### src/rtl/loader_pkg.sv
// Shared types and constants for the UART boot loader: frame/receiver state
// enumerations, the sync byte, the oversample ratio and a debug snapshot struct.
package loader_pkg;

  typedef enum logic [3:0] {
    S_IDLE, S_LEN_H, S_LEN_L, S_ADDR_H, S_ADDR_L, S_DATA, S_CHK, S_RUN, S_FAIL
  } loader_state_e;

  typedef enum logic [1:0] {
    RX_IDLE, RX_START, RX_DATA, RX_STOP
  } rx_state_e;

  typedef struct packed {
    loader_state_e frame;
    rx_state_e     rx;
  } loader_dbg_t;

  localparam logic [7:0] SYNC_BYTE  = 8'h55;
  localparam int         OVERSAMPLE = 16;

  function automatic logic is_busy(input loader_state_e s);
    return (s inside {S_LEN_H, S_LEN_L, S_ADDR_H, S_ADDR_L, S_DATA, S_CHK});
  endfunction

endpackage

### src/rtl/uart_rx.sv
// 8N1 UART receiver with 16x oversampling: two-flop synchronizer, tick divider
// and bit FSM. Emits a one-cycle valid strobe or a frame_err strobe per byte.
module uart_rx
  import loader_pkg::*;
#(
  parameter int CLK_FREQ = 50_000_000,
  parameter int BAUD     = 115200
) (
  input  logic       clk_i,
  input  logic       rst_i,
  input  logic       rx_i,
  output logic [7:0] data_o,
  output logic       valid_o,
  output logic       frame_err_o,
  output rx_state_e  dbg_state_o
);

  localparam int DIV   = CLK_FREQ / (BAUD * OVERSAMPLE);
  localparam int DIV_W = (DIV > 1) ? $clog2(DIV) : 1;

  logic             sync1_q, sync2_q, prev_q;
  rx_state_e        state_q, state_d;
  logic [DIV_W-1:0] div_q, div_d;
  logic [3:0]       smp_q, smp_d;
  logic [2:0]       bit_q, bit_d;
  logic [7:0]       shift_q, shift_d;
  logic [7:0]       data_q, data_d;
  logic             valid_q, valid_d;
  logic             ferr_q, ferr_d;
  logic             tick;

  // Synchronizer flops reset high so a reset never looks like a start edge.
  always_ff @(posedge clk_i or posedge rst_i) begin
    if (rst_i) begin
      sync1_q <= 1'b1;
      sync2_q <= 1'b1;
      prev_q  <= 1'b1;
    end else begin
      sync1_q <= rx_i;
      sync2_q <= sync1_q;
      prev_q  <= sync2_q;
    end
  end

  assign tick = (div_q == DIV_W'(DIV - 1));

  always_comb begin
    state_d = state_q;
    div_d   = tick ? '0 : div_q + 1'b1;
    smp_d   = smp_q;
    bit_d   = bit_q;
    shift_d = shift_q;
    data_d  = data_q;
    valid_d = 1'b0;
    ferr_d  = 1'b0;
    case (state_q)
      RX_IDLE: begin
        div_d = '0;
        smp_d = '0;
        bit_d = '0;
        if (prev_q && !sync2_q) state_d = RX_START;
      end
      RX_START: begin
        if (tick) begin
          if (smp_q == 4'd7) begin
            smp_d   = '0;
            state_d = sync2_q ? RX_IDLE : RX_DATA;
          end else begin
            smp_d = smp_q + 4'd1;
          end
        end
      end
      RX_DATA: begin
        if (tick) begin
          smp_d = smp_q + 4'd1;
          if (smp_q == 4'd15) begin
            shift_d = {sync2_q, shift_q[7:1]};
            bit_d   = bit_q + 3'd1;
            if (bit_q == 3'd7) state_d = RX_STOP;
          end
        end
      end
      RX_STOP: begin
        if (tick) begin
          smp_d = smp_q + 4'd1;
          if (smp_q == 4'd15) begin
            state_d = RX_IDLE;
            if (sync2_q) begin
              data_d  = shift_q;
              valid_d = 1'b1;
            end else begin
              ferr_d = 1'b1;
            end
          end
        end
      end
      default: state_d = RX_IDLE;
    endcase
  end

  always_ff @(posedge clk_i or posedge rst_i) begin
    if (rst_i) begin
      state_q <= RX_IDLE;
      div_q   <= '0;
      smp_q   <= '0;
      bit_q   <= '0;
      shift_q <= '0;
      data_q  <= '0;
      valid_q <= 1'b0;
      ferr_q  <= 1'b0;
    end else begin
      state_q <= state_d;
      div_q   <= div_d;
      smp_q   <= smp_d;
      bit_q   <= bit_d;
      shift_q <= shift_d;
      data_q  <= data_d;
      valid_q <= valid_d;
      ferr_q  <= ferr_d;
    end
  end

  assign data_o      = data_q;
  assign valid_o     = valid_q;
  assign frame_err_o = ferr_q;
  assign dbg_state_o = state_q;

endmodule

### src/rtl/uart_boot_loader.sv
// Frame FSM that loads a UART-delivered image into memory, verifies its
// checksum and holds the CPU in reset until a good image (or bypass) arrives.
module uart_boot_loader
  import loader_pkg::*;
#(
  parameter int CLK_FREQ    = 50_000_000,
  parameter int BAUD        = 115200,
  parameter int TIMEOUT_CYC = 5_000_000
) (
  input  logic        CLK,
  input  logic        RESET,
  input  logic        UART_RX,
  input  logic        BYPASS,
  output logic        MEM_WE,
  output logic [15:0] MEM_ADDR,
  output logic [7:0]  MEM_DATA,
  output logic        CPU_RESET,
  output logic        BUSY,
  output logic        DONE,
  output logic        ERROR,
  output loader_dbg_t DBG
);

  localparam int TW = $clog2(TIMEOUT_CYC + 1);

  logic [7:0]    rx_data;
  logic          rx_valid, rx_ferr;
  rx_state_e     rx_state;

  // Handshake: rx_valid is a one-cycle strobe with no ready; every strobe is
  // consumed in the cycle it appears, so back-to-back bytes never stall.
  uart_rx #(.CLK_FREQ(CLK_FREQ), .BAUD(BAUD)) u_rx (
    .clk_i       (CLK),
    .rst_i       (RESET),
    .rx_i        (UART_RX),
    .data_o      (rx_data),
    .valid_o     (rx_valid),
    .frame_err_o (rx_ferr),
    .dbg_state_o (rx_state)
  );

  loader_state_e state_q, state_d;
  logic [15:0]   len_q, len_d;
  logic [15:0]   addr_q, addr_d;
  logic [7:0]    sum_q, sum_d;
  logic [TW-1:0] tmo_q, tmo_d;
  logic          we_q, we_d;
  logic [15:0]   maddr_q, maddr_d;
  logic [7:0]    mdata_q, mdata_d;
  logic          busy, is_sync;

  assign busy    = is_busy(state_q);
  assign is_sync = rx_valid && (rx_data == SYNC_BYTE);

  always_comb begin
    state_d = state_q;
    len_d   = len_q;
    addr_d  = addr_q;
    sum_d   = sum_q;
    tmo_d   = '0;
    we_d    = 1'b0;
    maddr_d = maddr_q;
    mdata_d = mdata_q;
    if (busy) tmo_d = rx_valid ? '0 : tmo_q + 1'b1;
    case (state_q)
      S_IDLE: begin
        if (is_sync)                 state_d = S_LEN_H;
        else if (!rx_valid && BYPASS) state_d = S_RUN;
      end
      S_LEN_H: if (rx_valid) begin
        len_d   = {rx_data, len_q[7:0]};
        state_d = S_LEN_L;
      end
      S_LEN_L: if (rx_valid) begin
        len_d   = {len_q[15:8], rx_data};
        state_d = S_ADDR_H;
      end
      S_ADDR_H: if (rx_valid) begin
        addr_d  = {rx_data, addr_q[7:0]};
        state_d = S_ADDR_L;
      end
      S_ADDR_L: if (rx_valid) begin
        addr_d  = {addr_q[15:8], rx_data};
        state_d = (len_q != 16'd0) ? S_DATA : S_CHK;
      end
      S_DATA: if (rx_valid) begin
        we_d    = 1'b1;
        maddr_d = addr_q;
        mdata_d = rx_data;
        addr_d  = addr_q + 16'd1;
        sum_d   = sum_q + rx_data;
        len_d   = len_q - 16'd1;
        if (len_q == 16'd1) state_d = S_CHK;
      end
      S_CHK: if (rx_valid) begin
        state_d = (rx_data == sum_q) ? S_RUN : S_FAIL;
      end
      S_RUN, S_FAIL: if (is_sync) state_d = S_LEN_H;
      default: state_d = S_IDLE;
    endcase
    if (state_d == S_LEN_H && state_q != S_LEN_H) begin
      sum_d = '0;
      len_d = '0;
    end
    // A bad stop bit or an inter-byte stall aborts any frame in progress.
    if (busy && (rx_ferr || (!rx_valid && tmo_q == TW'(TIMEOUT_CYC - 1))))
      state_d = S_FAIL;
  end

  always_ff @(posedge CLK or posedge RESET) begin
    if (RESET) begin
      state_q <= S_IDLE;
      len_q   <= '0;
      addr_q  <= '0;
      sum_q   <= '0;
      tmo_q   <= '0;
      we_q    <= 1'b0;
      maddr_q <= '0;
      mdata_q <= '0;
    end else begin
      state_q <= state_d;
      len_q   <= len_d;
      addr_q  <= addr_d;
      sum_q   <= sum_d;
      tmo_q   <= tmo_d;
      we_q    <= we_d;
      maddr_q <= maddr_d;
      mdata_q <= mdata_d;
    end
  end

  assign MEM_WE    = we_q;
  assign MEM_ADDR  = maddr_q;
  assign MEM_DATA  = mdata_q;
  assign CPU_RESET = (state_q != S_RUN);
  assign BUSY      = busy;
  assign DONE      = (state_q == S_RUN);
  assign ERROR     = (state_q == S_FAIL);
  assign DBG       = '{frame: state_q, rx: rx_state};

endmodule
### config.mk
export PLATFORM = sky130hd
export DESIGN_NAME = uart_boot_loader
export DESIGN_NICKNAME = d
export VERILOG_FILES = /design/src/rtl/loader_pkg.sv /design/src/rtl/uart_rx.sv /design/src/rtl/uart_boot_loader.sv
export SDC_FILE = /design/constraint.sdc
export NUM_CORES = 1
export LEC_CHECK = 0
export CAP_MARGIN = 40
export CORE_UTILIZATION = 64
export DETAILED_ROUTE_END_ITERATION = 8
export GPL_TIMING_DRIVEN = 1
export HOLD_SLACK_MARGIN = 0.06
export PLACE_DENSITY_LB_ADDON = 0.1
export SYNTH_ARGS = -nofsm -noshare
export SYNTH_HDL_FRONTEND = slang
export SYNTH_SLANG_ARGS = --single-unit
### constraint.sdc
create_clock -name CLK -period 10.88 [get_ports CLK]
set_input_delay 1.632 -clock CLK [delete_from_list [all_inputs] [get_ports CLK]]
set_output_delay 1.632 -clock CLK [all_outputs]
set_load 0.03 [all_outputs]
Word-level counts from Yosys, hierarchy flattened
Index checks and enable logic that the tools add are counted.

Bits in registers: 127. Input port bits: 4. Logic and storage cells: 157.

Add/subtract/negate cells: 7. Eq/ne operators: 39. Mux-type cells: 55. Bitwise logic cells: 2. Reduce and logical (&&, ||, !) cells: 33.

Operators with widths (count): 16-bit one-hot mux with 3 select lines (2); 16-bit 2-to-1 mux (4); 4-bit 2-to-1 mux (15); 23-bit 2-to-1 mux (2); 8-bit 2-to-1 mux (4); 4-bit one-hot mux with 8 select lines (1); 2-bit by 1-bit != test with 1-bit output, second input constant (14); 23-bit by 1-bit adder with 23-bit output, second input constant (1); 23-bit == test, second input constant (1); 4-bit by 3-bit == test with 1-bit output, second input constant (5); 2-bit 2-to-1 mux (10); 4-bit AND reduction (5); 16-bit by 1-bit adder with 16-bit output, second input constant (1); 16-bit by 1-bit == test with 1-bit output, second input constant (1); 16-bit nonzero test (1); 16-bit by 1-bit subtractor with 16-bit output, second input constant (1); 4-bit one-hot mux with 3 select lines (1); 1-bit 2-to-1 mux (10); 5-bit 2-to-1 mux (2); 2-bit nonzero test (5); 3-bit by 1-bit != test with 1-bit output, second input constant (3); 8-bit adder (1); 4-bit by 1-bit == test with 1-bit output, second input constant (2); 4-bit by 2-bit == test with 1-bit output, second input constant (2); other kinds (27) (42).

Depth between registers and ports, before layout
Gate-level depths: netlist of the first run.

Word-level depth: 9. Gate-level depth with buffers: 8. Gate-level depth less buffers: 7.

Hierarchy
Synthesis of the first run repeated with hierarchy kept, for this count alone.

Cell total of the unflattened synthesis: 741. Area total of the unflattened synthesis: 6855.3 um2.

Modules (own cells, without submodules): uart_boot_loader (instances 1, cells an instance 614, area an instance 5288.8 um2, seq. area each 2302.2 um2); uart_rx (instances 1, cells an instance 127, area an instance 1566.5 um2, seq. area each 879.6 um2).

Worst setup path after synthesis of the first run
OpenSTA, ideal clock, no wires.

Kind: register -> output. From: register state_q[2]. To: output port BUSY. Arrival time: 1503 ps. Setup slack: 7745 ps. Stages on the path, launching flop included: 5. Buffers on the path: 1. Path through: dfrtp_1 > buf_2 > nor3_1 > or3_1 > inv_1.

Word-level cells in the longest chain between the ends: 2. Elaborated cells between the ends (all ways): 7.

RTL lines: start, declared (RTL line uart_boot_loader.sv:42) `loader_state_e state_q, state_d;`; start signal, assigned (RTL line uart_boot_loader.sv:121) `state_q <= state_d;`; 4-bit by 1-bit == test with 1-bit output (tied with other cells) (RTL line loader_pkg.sv:22) `return (s inside {S_LEN_H, S_LEN_L, S_ADDR_H, S_ADDR_L, S_DATA, S_CHK});`; 6-bit nonzero test (*) (RTL line loader_pkg.sv:22); end, declared (RTL line uart_boot_loader.sv:18) `output logic BUSY,`.

Mark *: on every way between the ends. The rest lies on a longest branch, timed or not.

Final worst setup path of the first run
From: register state_q[0]. To: output port BUSY.

The elaborated chain is that of the path after synthesis.

==> results of run 1 <==
==> critical path: cells and delay by family, from the launching register on <==
family | cells | cell delay (ps)
simple gates | 2 | 600
buf+inv | 2 | 770
flops | 1 | 770
==> flip-flops by register name (all words and copies together) (netlist names), 8 cells and up, named ones only <==
signal,flops
MEM_ADDR,16
MEM_DATA,8
addr_q,16
len_q,16
sum_q,8
tmo_q,23
u_rx.data_o,8
u_rx.shift_q,8
==> cells in the mapped netlist (3+ instances only) <==
master,n
a211oi_1,3
a21o_1,3
a21oi_1,33
a221o_1,3
a22oi_1,11
a31oi_1,10
a32oi_1,5
and3_1,9
and4_1,3
buf_2,5
clkbuf_1,20
dfrtp_1,124
dfstp_2,3
ha_1,16
inv_1,23
mux2_2,16
mux2i_1,3
nand2_1,113
nand2b_1,5
nand3_1,23
nand3b_1,3
nand4_1,11
nor2_1,75
nor3_1,20
nor3b_1,3
nor4_1,9
nor4bb_1,3
o21ai_0,56
o21bai_1,3
o22ai_1,6
or3_1,8
or4_1,4
xnor2_1,22
xor2_1,9
==> per-layer routing <==
metal	vias to the layer above	track usage [%]	share of wire, %
li1	2605	-	-
met1	2697	41.0	41
met2	208	55.1	49
met3	57	6.85	6.3
met4	0	15.2	3.3
met5	-	0	0
==> metrics by stage <==
step,cell area [um2],total power [mW]
4_1_cts,7700,1.14
6_report,7700,1.13
2_1_floorplan,6580,0.529
5_1_grt,7700,1.17
3_5_place_dp,7080,0.544
3_3_place_gp,7020,0.538
==> how the worst min path moves through the flow <==
stage,startpoint,end,slack [ps]
after detailed placement,u_rx.sync1_q$_DFF_PP1_,u_rx.sync2_q$_DFF_PP1_,350
after floorplan,u_rx.sync1_q$_DFF_PP1_,u_rx.sync2_q$_DFF_PP1_,350
final,u_rx.sync1_q$_DFF_PP1_,u_rx.sync2_q$_DFF_PP1_,360
after CTS,u_rx.sync1_q$_DFF_PP1_,u_rx.sync2_q$_DFF_PP1_,360
after global placement,u_rx.sync1_q$_DFF_PP1_,u_rx.sync2_q$_DFF_PP1_,350
after global routing,u_rx.sync1_q$_DFF_PP1_,u_rx.sync2_q$_DFF_PP1_,360
==> power by group <==
group	total [mW]	leakage (nW)	internal, mW	switching [mW]
clock network	0.598	0.309	0.392	0.206
registers	0.495	1.74	0.483	0.0118
logic	0.0408	1.34	0.0152	0.0257
total	1.13	3.39	0.891	0.243
==> cell type report <==
class	count	area, um2	area share [%]
flip-flops and latches	127	3180	41.3
clock inverters	13	194	2.52
clock buffers	19	422	5.48
repair buffers	45	470	6.11
well taps	133	166	2.16
inverters	25	96.3	1.25
multi-input cells	530	3170	41.2
==> logic make-up after synthesis <==
| family | after synthesis | share of synthesized area, % |
|---|---|---|
| XOR/XNOR | 31 | 4.13 |
| adder cells (fa/ha/maj) | 17 | 3.35 |
| multiplexers | 19 | 3.20 |
| AND/OR/NAND/NOR | 306 | 22.3 |
| buffers and inverters | 54 | 3.46 |
| AO/OA/AOI/OAI | 157 | 15.3 |
| flip-flops | 127 | 48.4 |
==> cells in the final DEF (no fill, tap or decap), types with 20 or more instances in the layout <==
cell / n
inv_1: 22
o21ai_0: 56
nand2_1: 113
dfrtp_1: 124
clkdlybuf4s50_1: 38
a21oi_1: 33
nand3_1: 23
nor3_1: 20
xnor2_1: 22
nor2_1: 75
==> metrics.md, run 1 <==
| Metric | Value |
|---|---|
| DRC errors left | 0 |
| Clk buf depth | 2 |
| Wirelength per Cell | 18.1 um |
| Synth top area cells | dfrtp_1, nand2_1, nor2_1 |
| Number of global-route vias before repair | 5331 |
| Finished Layout Cells | 892 |
| Row count | 36 |
| Period utilization | 39.7% |
| CTS Buf Count | 17 |
| Fmax | 0.232 GHz |
| Worst r2r path cells | 5 |
| H-tree depth | 4 |
| CP max FO | 22 |
| Worst reg2reg setup slack | 8090 ps |
| First-pass GRT wire length | 26200 um |
| TritonCTS clock tree | yes |
| Initial antenna violation count | 0 |
| Fin. Hold Viols | 0 |
| Final Wtd Congestion | 0.916 |
| Dpl hpwl | 10200 um |
| Synthesized flop and latch total | 127 |
| Final hold slack | 357 ps |
| Gr ovfl total | 0 |
| Worst Path Arrival | 2690 ps |
| Core Box Area | 0.00986 mm2 |
| Reg clk slew, reported paths | 60 ps |
| Nets | 767 |
| GRT Util Overall | 32.8% |
| Max incr delay on CP | 770 ps |
| Critical Path RT | 9250 ps |
| CP Launch Point | state_q[0]$_DFF_PP0_ |
| Reg-to-reg startpoint | state_q[1]$_DFF_PP0_ |
| Max Cap Viol | 0 |
| Syn Area/Cell | 9.25 um2 |
| Register area share after synthesis | 48.4% |
| Synthesized cell area | 0.00658 mm2 |
| Max IR drop VDD | 0.132 mV |
| Most area-hungry cell type in the Yosys netlist | dfrtp_1 |
| Synthesized Nets | 732 |
| Ys Warns | 0 |
| 1st-pass router iterations | 7 |
| Ys async rst share | 100% |
| DIE HEIGHT | 103 um |
| Transition time of the tightest slew-check pin | 888 ps |
| # IOs | 39 |
| Fillers | 645 |
| Post-Synthesis Cells | 711 |
| Outcome | finished, final reports clean |
| Die W | 103 um |
| Die area | 0.0107 mm2 |
| RSZ-0062 raised after global routing | false |
| Post-route antenna net violation count | 0 |
| Yosys cell types | 70 |
| Clock sinks | 127 |
| Hold-fix buffers, CTS | 0 |
| Ant. Diodes | 0 |
| CP startpoint kind | register |
| Slew HR | 40.3% |
| Area delta synth->final | 17.0% |
| Iter 0 DRT Violations | 388 |
| Placed cell count | 860 |
| Worst-Skew Late Latency | 540 ps |
| R2R Path End | sum_q[2]$_DFFE_PP0P_ |
| Fraction of layout cells with a size suffix above 1 | 9.49% |
| Effective utilization at floorplan | 66.7% |
| Crit-path slowest cell | dfrtp_1 |
| P_leak | 3.39 nW |
| Top-area cell type share of the netlist area | 47.2% |
| Port bufs | 38 |
| Clock Root Buffer | clkbuf_8 |
| Post-CTS setup buffer count | 0 |
| Pwr Density | 147 mW/mm2 |
| Total negative slack | 0 ps |
| Crit path time final | 4320 ps |
| Post-CTS sizing | 0 |
| Hold Path Stages | 0 |
| Via density | 6.24 |
| Utilization after layout | 78.1% |
| Worst Hold Class | register to register |
| Total Routed Length | 16200 um |
| Critical Path End Type | primary output |
| Placement Setup Slack | 7140 ps |
| Worst Skew | 5.73 ps |
| Final worst slack | 6560 ps |
| EDFF count, synth | 0 |
| Critical path cell sequence | nor3_1, or3_1, inv_1, clkdlybuf4s50_1 |
| Setup Crit Path Kind | register to primary output |
| End of the critical path | BUSY |
| Max-slew violations | 0 |
| Largest net degree at the start of global routing | 64 |
| Vias | 5567 |
| Final setup fails | 0 |
| Most used flip-flop cell after synthesis | dfrtp_1 |
Note: power is estimated with default switching activity, not from simulation.
==> run 2, diff against run 1 <==
--- a/config.mk
+++ b/config.mk
@@ -6,7 +6,7 @@
 export NUM_CORES = 1
 export LEC_CHECK = 0
 export CAP_MARGIN = 40
-export CORE_UTILIZATION = 64
+export CORE_UTILIZATION = 60
 export DETAILED_ROUTE_END_ITERATION = 8
 export GPL_TIMING_DRIVEN = 1
 export HOLD_SLACK_MARGIN = 0.06
==> constraint.sdc (replaced) <==
create_clock -name CLK -period 4.08 [get_ports CLK]
set_input_delay 0.612 -clock CLK [delete_from_list [all_inputs] [get_ports CLK]]
set_output_delay 0.612 -clock CLK [all_outputs]
set_load 0.03 [all_outputs]
==> run 2 against run 1 <==
Highest routed layer unchanged. Largest power group unchanged. Cell count up 0.45%. Clock skew grew 1.8 ps. Sequential power increased to 2.7 times the previous value. Critical path type unchanged. Wire length rose by 0.62%. Clock power grew to 2.9 times the previous value. Non-clock buffer count rose by 1.
==> metrics.md, run 2 (synthesis results as in run 1) <==
| Metric | Value |
|---|---|
| Critical Path RT | 3470 ps (-5780 ps) |
| CP max FO | 23 (+4.5%) |
| R2R Path End | sum_q[2]$_DFFE_PP0P_ |
| Dpl hpwl | 10500 um (+2.8%) |
| Hold Path Stages | 0 (unchanged) |
| Final setup fails | 0 (unchanged) |
| Fmax | 0.309 GHz |
| Crit-path slowest cell | dfrtp_1 |
| 1st-pass router iterations | 5 (-2) |
| Placed cell count | 864 (+0.47%) |
| Via density | 6.20 (-0.71%) |
| CTS Buf Count | 17 (unchanged) |
| Port bufs | 38 (unchanged) |
| Row count | 37 (+2.8%) |
| Vias | 5552 (-0.27%) |
| Number of global-route vias before repair | 5468 (+2.6%) |
| TritonCTS clock tree | yes |
| CP Launch Point | state_q[1]$_DFF_PP0_ |
| Met3 WL post-DR | 987 um (-2.3%) |
| Area delta synth->final | 18.0% |
| Total Routed Length | 16300 um (+0.62%) |
| DIE HEIGHT | 107 um (+3.2%) |
| First-pass GRT wire length | 26500 um (+1.4%) |
| # IOs | 39 (unchanged) |
| Fillers | 772 (+20%) |
| GRT Util Overall | 30.2% (-2.6 points) |
| Pwr Density | 406 mW/mm2 (+180%) |
| Commonest non-fill, non-tap cell in the layout | dfrtp_1 |
| Core Box Area | 0.0105 mm2 (+6.1%) |
| RSZ-0062 raised after global routing | false |
| Worst-Skew Late Latency | 540 ps (about the same) |
| Setup Crit Path Kind | register to primary output |
| Outcome | finished, final reports clean |
| Max reg flops | 23 (unchanged) |
| Clk buf depth | 2 (unchanged) |
| Slew HR | 42.6% (+2.3 points) |
| Effective utilization at floorplan | 62.9% (-3.8 points) |
| CP startpoint kind | register |
| Post-route antenna net violation count | 0 (unchanged) |
| Critical path cell sequence | nor3_1, or3_1, inv_1, clkdlybuf4s50_1 |
| Worst reg2reg setup slack | 1220 ps (-6870 ps) |
| Clock sinks | 127 (unchanged) |
| Period utilization | 79.2% |
| Die area | 0.0114 mm2 (+6.5%) |
| Wire length on met2 | 8200 um (+2.7%) |
| Metal-1 WL | 6630 um (+0.12%) |
| Fraction of layout cells with a size suffix above 1 | 9.87% (+0.38 points) |
| Hold-fix buffers, CTS | 0 (unchanged) |
| Initial antenna violation count | 0 (unchanged) |
| Ant. Diodes | 0 (unchanged) |
| Max Used Layer | met4 |
| Clock Root Buffer | clkbuf_8 |
| Iter 0 DRT Violations | 500 (+29%) |
| Largest net degree at the start of global routing | 65 (+1.6%) |
| P_leak | 3.41 nW (+0.60%) |
| H-tree depth | 4 (unchanged) |
| Die W | 107 um (+3.2%) |
| Worst Hold End | u_rx.sync2_q$_DFF_PP1_ |
| Worst Skew | 7.52 ps (+1.78 ps) |
| CP top delay family | buffers and inverters |
| Fin. Hold Viols | 0 (unchanged) |
| Multi-input gate area | 0.00317 mm2 (unchanged) |
| Worst r2r path cells | 5 (unchanged) |
| Worst Hold Class | register to register |
| Max Cap Viol | 0 (unchanged) |
| Reg-to-reg startpoint | state_q[1]$_DFF_PP0_ |
| Crit path time final | 3230 ps |
| Gr ovfl total | 0 (unchanged) |
| Hold Startpoint | u_rx.sync1_q$_DFF_PP1_ |
| Register area | 0.00318 mm2 (unchanged) |
| Post-CTS sizing | 0 (unchanged) |
| Reg clk slew, reported paths | 60 ps (about the same) |
| Nets | 768 (+0.13%) |
| Worst Path Arrival | 2620 ps (-70 ps) |
| Finished Layout Cells | 896 (+0.45%) |
| Critical Path End Type | primary output |
| Total negative slack | 0 ps (unchanged) |
| Transition time of the tightest slew-check pin | 855 ps (-33.8 ps) |
| Final Wtd Congestion | 0.883 (-3.6%) |
| DRC errors left | 0 (unchanged) |
| Max-slew violations | 0 (unchanged) |
| Max IR drop VDD | 0.479 mV (+260%) |
| Max incr delay on CP | 720 ps (-50 ps) |
| Most flops, register | tmo_q |
| Leading cell types in the layout, fill and taps excluded | dfrtp_1, nand2_1, nor2_1, o21ai_0, clkdlybuf4s50_1 |
| Buf/Inv on CP | 2 (unchanged) |
| Wirelength per Cell | 18.1 um (+0.17%) |
| Post-CTS setup buffer count | 0 (unchanged) |
-- run 2: cell count changes in the layout (fill, tap and decap cells not counted), sizes merged --
| cell | change |
|---|---|
| clkinvlp | +1 |
| inv | +1 |
| bufinv | +1 |
| clkinv | -3 |
| buf | +1 |
-- run 2: area by class of cell --
class / count / area share [%]
multi-input cells: 530 / 40.8
well taps: 136 / 2.19
flip-flops and latches: 127 / 41.0
inverters: 25 / 1.24
clock buffers: 19 / 5.69
clock inverters: 13 / 3.00
repair buffers: 46 / 6.06
-- run 2: worst max-delay path by stage --
| stage | slack [ps] | depth (start not counted) | endpoint |
|---|---|---|---|
| after floorplan | 90 | 1 | MEM_ADDR[0]$_DFFE_PP0P_ |
| after global routing | 690 | 4 | BUSY |
| after CTS | 860 | 4 | BUSY |
| after global placement | 1390 | 5 | sum_q[2]$_DFFE_PP0P_ |
| final | 850 | 4 | BUSY |
| after detailed placement | 1280 | 5 | sum_q[2]$_DFFE_PP0P_ |
-- run 2: stage by stage --
step | util (%) | cell area [um2] | hold slack, ps | total power, mW | setup WS, ps
after floorplan | - | 6580 | 345 | 1.41 | 88.7
after global placement | 67.4 | 7060 | 346 | 1.44 | 1390
after detailed placement | 67.7 | 7090 | 348 | 1.45 | 1280
after CTS | 74.2 | 7760 | 357 | 3.17 | 859
after global routing | 74.2 | 7760 | 360 | 3.24 | 695
final | 74.2 | 7760 | 356 | 3.15 | 849
-- run 2: layer usage --
layer  GRT usage, %  vias to the layer above
met3           6.14                       51
met1           38.6                     2685
met4           13.1                        0
met5              0                        -
met2           50.0                      216
li1               -                     2600
-- run 2: power breakdown --
| part | switching [mW] | internal, mW |
|---|---|---|
| combinational | 0.0651 | 0.0397 |
| sequential | 0.0289 | 1.29 |
| clock | 0.575 | 1.15 |
| total | 0.669 | 2.48 |
